**src/rtl/pe8_context_loader.sv**
```systemverilog
// -----------------------------------------------------------------------------
// pe8_context_loader
//
// Upstream feeder for PE8. It accepts context words from the shared
// configuration bus and keeps only the beats tagged with PE_ID. Kept words are
// written, in arrival order, into the PE context cache one cycle after they are
// accepted. After the final word has loaded, the global go request starts the
// PE. The PE then runs until the global halt request stops it.
//
// Ports
//   CLK, RST_N    clock (rising edge) and asynchronous active-low reset
//   cfg_valid     config beat valid
//   cfg_ready     always 1; the shared bus never stalls
//   cfg_pe_id     destination PE of the beat
//   cfg_data      context word (WIDTH+1 bits)
//   cfg_last      final word for the tagged PE
//   go, halt      global run / stop requests
//   ctx_wr        cache write strobe, one cycle per stored word
//   ctx_addr      cache slot being written
//   ctx_data      word being written
//   start         PE run level, high exactly while in RUN
//   busy          high while in LOAD or ARMED
//   words_loaded  words written in the current load, saturates at DEPTH
//   err_overflow  sticky: a matching word was dropped
// -----------------------------------------------------------------------------
module pe8_context_loader #(
    parameter int WIDTH  = 120,
    parameter int PE_ID  = 8,
    parameter int DEPTH  = 16,
    parameter int ADDR_W = 4
) (
    input  logic              CLK,
    input  logic              RST_N,
    input  logic              cfg_valid,
    output logic              cfg_ready,
    input  logic [3:0]        cfg_pe_id,
    input  logic [WIDTH:0]    cfg_data,
    input  logic              cfg_last,
    input  logic              go,
    input  logic              halt,
    output logic              ctx_wr,
    output logic [ADDR_W-1:0] ctx_addr,
    output logic [WIDTH:0]    ctx_data,
    output logic              start,
    output logic              busy,
    output logic [ADDR_W:0]   words_loaded,
    output logic              err_overflow
);

    typedef enum logic [1:0] {
        ST_IDLE  = 2'd0,
        ST_LOAD  = 2'd1,
        ST_ARMED = 2'd2,
        ST_RUN   = 2'd3
    } state_t;

    localparam logic [ADDR_W:0] DEPTH_W = (ADDR_W + 1)'(DEPTH);
    localparam logic [ADDR_W:0] ONE_W   = (ADDR_W + 1)'(1);

    state_t              state_r;
    state_t              state_nxt_s;
    logic                ctx_wr_r;
    logic                ctx_wr_nxt_s;
    logic [ADDR_W-1:0]   ctx_addr_r;
    logic [ADDR_W-1:0]   ctx_addr_nxt_s;
    logic [WIDTH:0]      ctx_data_r;
    logic [WIDTH:0]      ctx_data_nxt_s;
    logic [ADDR_W:0]     words_r;
    logic [ADDR_W:0]     words_nxt_s;
    logic                err_r;
    logic                err_nxt_s;
    logic                start_r;
    logic                start_nxt_s;
    logic                busy_r;
    logic                busy_nxt_s;
    logic                beat_s;
    logic                match_s;

    // The shared bus is never back-pressured, so every valid cycle is a beat.
    assign cfg_ready = 1'b1;
    assign beat_s    = cfg_valid & cfg_ready;
    assign match_s   = beat_s & (cfg_pe_id == 4'(PE_ID));

    assign ctx_wr       = ctx_wr_r;
    assign ctx_addr     = ctx_addr_r;
    assign ctx_data     = ctx_data_r;
    assign start        = start_r;
    assign busy         = busy_r;
    assign words_loaded = words_r;
    assign err_overflow = err_r;

    // Next-state, cache write and status computation.
    always_comb begin
        state_nxt_s    = state_r;
        ctx_wr_nxt_s   = 1'b0;
        ctx_addr_nxt_s = ctx_addr_r;
        ctx_data_nxt_s = ctx_data_r;
        words_nxt_s    = words_r;
        err_nxt_s      = err_r;

        case (state_r)
            ST_IDLE: begin
                if (match_s) begin
                    ctx_wr_nxt_s   = 1'b1;
                    ctx_addr_nxt_s = '0;
                    ctx_data_nxt_s = cfg_data;
                    words_nxt_s    = ONE_W;
                    err_nxt_s      = 1'b0;
                    if (cfg_last) begin
                        state_nxt_s = ST_ARMED;
                    end else begin
                        state_nxt_s = ST_LOAD;
                    end
                end else begin
                    state_nxt_s = ST_IDLE;
                end
            end
            ST_LOAD: begin
                if (match_s) begin
                    // A full cache drops the word rather than wrapping.
                    if (words_r < DEPTH_W) begin
                        ctx_wr_nxt_s   = 1'b1;
                        ctx_addr_nxt_s = words_r[ADDR_W-1:0];
                        ctx_data_nxt_s = cfg_data;
                        words_nxt_s    = words_r + ONE_W;
                    end else begin
                        err_nxt_s = 1'b1;
                    end
                    if (cfg_last) begin
                        state_nxt_s = ST_ARMED;
                    end else begin
                        state_nxt_s = ST_LOAD;
                    end
                end else begin
                    state_nxt_s = ST_LOAD;
                end
            end
            ST_ARMED: begin
                // halt is not looked at here, so go wins when both are high.
                if (go) begin
                    state_nxt_s = ST_RUN;
                end else begin
                    state_nxt_s = ST_ARMED;
                end
                if (match_s) begin
                    err_nxt_s = 1'b1;
                end else begin
                    err_nxt_s = err_r;
                end
            end
            ST_RUN: begin
                if (halt) begin
                    state_nxt_s = ST_IDLE;
                    words_nxt_s = '0;
                end else begin
                    state_nxt_s = ST_RUN;
                end
                if (match_s) begin
                    err_nxt_s = 1'b1;
                end else begin
                    err_nxt_s = err_r;
                end
            end
            default: begin
                state_nxt_s = ST_IDLE;
            end
        endcase

        start_nxt_s = (state_nxt_s == ST_RUN);
        busy_nxt_s  = (state_nxt_s == ST_LOAD) || (state_nxt_s == ST_ARMED);
    end

    // State and registered outputs; reset aborts any load or run at once.
    always_ff @(posedge CLK or negedge RST_N) begin
        if (!RST_N) begin
            state_r    <= ST_IDLE;
            ctx_wr_r   <= 1'b0;
            ctx_addr_r <= '0;
            ctx_data_r <= '0;
            words_r    <= '0;
            err_r      <= 1'b0;
            start_r    <= 1'b0;
            busy_r     <= 1'b0;
        end else begin
            state_r    <= state_nxt_s;
            ctx_wr_r   <= ctx_wr_nxt_s;
            ctx_addr_r <= ctx_addr_nxt_s;
            ctx_data_r <= ctx_data_nxt_s;
            words_r    <= words_nxt_s;
            err_r      <= err_nxt_s;
            start_r    <= start_nxt_s;
            busy_r     <= busy_nxt_s;
        end
    end

endmodule

```
**config.mk**
```make
export PLATFORM = sky130hd
export DESIGN_NAME = pe8_context_loader
export DESIGN_NICKNAME = d
export VERILOG_FILES = /design/src/rtl/pe8_context_loader.sv
export SDC_FILE = /design/constraint.sdc
export NUM_CORES = 1
export LEC_CHECK = 0
export ABC_AREA = 1
export BUFFER_PORTS_ARGS = -buffer_cell sky130_fd_sc_hd__buf_4
export CAP_MARGIN = 20
export CORE_UTILIZATION = 49
export CTS_BUF_LIST = sky130_fd_sc_hd__clkbuf_16
export DETAILED_ROUTE_END_ITERATION = 8
export PLACE_DENSITY = 0.84
export SKIP_LAST_GASP = 1
export SYNTH_ARGS = -nofsm -noshare
export SYNTH_HDL_FRONTEND = slang
export SYNTH_SLANG_ARGS = --single-unit
```
**constraint.sdc**
```tcl
create_clock -name CLK -period 2.55 [get_ports CLK]
set_input_delay 0.1275 -clock CLK [delete_from_list [all_inputs] [get_ports CLK]]
set_output_delay 0.1275 -clock CLK [all_outputs]
set_load 0.005 [all_outputs]
```
==> flow_metrics.tcl <==
set metrics [dict create \
    grt_overflow 0 \
    numCtsBuffers 17 \
    synth_area_leaders "dfrtp_1 64%, nand2_1 28%, buf_2 1.8%" \
    clk_pin_slew_ns 0.06 \
    start_kind "flop" \
    htreeDepth 4 \
    cts_max_path_buffers 2 \
    avgRoutedWirePerCell_um 17.46 \
    holdWs_ns 0.05161 \
    cp.required_ns 2.88 \
    syn2layout_area_growth_pct 72.27 \
    yosysSeqAreaShare_pct 63.98 \
    yosys_warnings 0 \
    syn_inst 605 \
    cts_tree "done" \
    critPathBufInv 3 \
    vias_per_cell 5.148 \
    final-max-slew-violation-count 0 \
    place_congestion 0.8446 \
    status "finished, final reports clean" \
    grt_antenna_before_repair 0 \
    vdd_drop_max_mv 0.4937 \
    routed_wl_um 19870 \
    cp_top_family "buffers and inverters" \
    syn-num-nets 738 \
    leakage_nw 5.112 \
    die_x_um 106.2 \
    setup_tns_ns 0 \
    dr.pass1.iters 5 \
    clock_latency_ns 0.41 \
    die-area_um2 11280 \
    worstHoldStart "go" \
    finClkSkew_ns 0.01288 \
    critPathKind "flop to flop" \
    grt_start_max_net_pins 127 \
    cap_violations 0 \
    grt_pass1_vias 6108 \
    period_share_pct 75.43 \
    synthDistinctLibCells 20 \
    cts_root_buffer "clkbuf_16" \
    setup_viol 0 \
    initialDrtViolationCount 482 \
    diodes 0 \
    grt_use_total_pct 36.54 \
    final_antenna_net_count 0 \
    vias 5858 \
    cp_slowest_cell "buf_4" \
    die_h_um 106.2 \
    endpoint_kind "flop" \
    cts_setup_buffers 0 \
    cp_max_fo 91 \
    fin_nets 1122 \
    hold_path_class "input pin to flop" \
    synth_top_area_share_pct 63.98 \
    reg2reg_from "state_r[1]$_DFF_PN0_" \
    tightestPinTransition_ns 0.9186 \
    crit_top_cell "nand2_1" \
    drc 0 \
    powerDensity_nw_per_um2 936.1 \
    fmax_mhz 519.9 \
    rows 37 \
    clock-sinks 136 \
    crit_path_start "state_r[1]$_DFF_PN0_" \
    rsz0062_at_grt "no" \
    crit_chain "inv_2, nand2_1, nor2_4, clkinv_2, buf_4, nand2_1, nand2_1" \
    initial_core_util_pct 51.06 \
    dpl.hpwl_um 10010 \
    post_cts_resized 0 \
    port_buffers 264 \
    synth_top_area_cell "dfrtp_1" \
    core_um2 10420 \
    synth_area_per_cell_um2 8.791 \
    slew_headroom_pct 38.76 \
    worst_path_largest_cell_delay_ns 0.65 \
    synthesis.area_um2 5319 \
    hold_viol_final 0 \
    finalCriticalPeriod_ns 1.923 \
    ys_ff_latch 136 \
    cp_data_arrival_time_ns 2.26 \
    drive_gt1_share_pct 30.64 \
    ios 266 \
    grt_pass1_wl_um 30840 \
]
==> stage by stage <==
stage	total power [mW]	instance area (um2)	util [%]	setup slack, ns	cells
after floorplan	4.140	5319	-	1.196	605
after global placement	5.668	7365	70.70	0.8658	984
after detailed placement	5.802	7365	70.70	0.7883	984
after CTS	8.363	9163	87.96	0.7432	1138
after global routing	8.976	9163	87.96	0.4781	1138
final	8.577	9163	87.96	0.6266	1138
==> cells by family (layout without fill, tap and decap cells) <==
kind of cell / count (synthesis) / count (layout) / share of synthesized area [%]
and+or+nand+nor: 420 / 420 / 30.32
DFF: 136 / 136 / 63.98
buffers and inverters: 36 / 433 / 4.046
AOI/OAI and AO/OA: 9 / 9 / 0.9408
adders and majority gates: 2 / 2 / 0.4704
other: 1 / 1 / 0.07050
xor gates and xnor gates: 1 / 1 / 0.1647
==> timing repair <==
action / 4_1_cts / 5_1_grt
hold buffers: 122 / 0
hold endpoints to repair: 174 / 0
setup endpoints to repair: 0 / 0
==> area by class of cell <==
cell class | count | area, um2
Clock buffer | 17 | 425.4
Inverter | 9 | 35.03
Fill cell | 445 | 1254
Timing Repair Buffer | 392 | 3277
Sequential cell | 136 | 3403
Multi-Input combinational cell | 433 | 1700
Clock inverter | 15 | 151.4
Tap cell | 136 | 170.2
==> sequential cells by signal, summed over array words and instances (netlist names) <==
| name | cells |
|---|---|
| busy | 1 |
| state_r | 2 |
| ctx_data | 121 |
| start | 1 |
| err_overflow | 1 |
| ctx_addr | 4 |
| ctx_wr | 1 |
| words_loaded | 5 |
==> report_power, final <==
group          switching [mW]  total (mW)  internal [mW]  leakage, nW
Combinational            1.24        2.69           1.45         3.08
Sequential              0.561        3.48           2.92         1.75
Clock                   0.962        2.40           1.44        0.281
Total                    2.76        8.58           5.82         5.11
==> worst reg2reg max path: stages, from the launching register on <==
cell and delay, ns:
dfrtp_1 0.42, inv_2 0.10, nand2_1 0.16, nor2_4 0.07
clkinv_2 0.05, buf_4 0.65, nand2_1 0.24, nand2_1 0.14
==> placed cells by master (no fill, tap or decap) <==
cell type / n
nand2_1: 397
buf_4: 267
dfrtp_1: 136
dlygate4sd3_1: 122
clkbuf_16: 17
nand3_1: 9
nor2_1: 8
inv_1: 7
o21ai_0: 5
clkinv_2: 5
inv_6: 3
clkinv_4: 3
nor2_2: 2
a21oi_1: 2
a21boi_0: 2
ha_1: 2
clkinvlp_4: 2
bufinv_16: 2
buf_12: 2
inv_2: 1
nand3_2: 1
nor2_4: 1
nand4_1: 1
xnor2_1: 1
nand3b_1: 1
conb_1: 1
clkinv_1: 1
buf_6: 1
==> worst paths after layout <==
kind | end | slack [ns] | cells after the start
min in group asynchronous | ctx_data[61]$_DFFE_PN0P_ | 0.26 | 2
min | state_r[0]$_DFF_PN0_ | 0.05 | 5
min reg2reg | ctx_data[49]$_DFFE_PN0P_ | 0.47 | 2
max | ctx_data[112]$_DFFE_PN0P_ | 0.63 | 7
max reg2reg | ctx_data[112]$_DFFE_PN0P_ | 0.63 | 7
max in group asynchronous | ctx_data[20]$_DFFE_PN0P_ | 1.57 | 3
==> cell usage after synthesis (all sizes together) <==
master and number:
dfrtp 136, nor2 11, nand3 10, buf 27, a21oi 2, a21boi 2, conb 1, xnor2 1
nand3b 1, nand2 397, nand4 1, ha 2, o21ai 5, inv 9
==> layer usage <==
layer	vias up	routed length [um]	track usage, %
li1	2595	-	-
met1	2814	6976	38.64
met2	357	10330	64.70
met3	92	1451	9.810
met4	0	1111	22.22
met5	-	0	0
No activity file was read; power rests on OpenSTA's default activity.
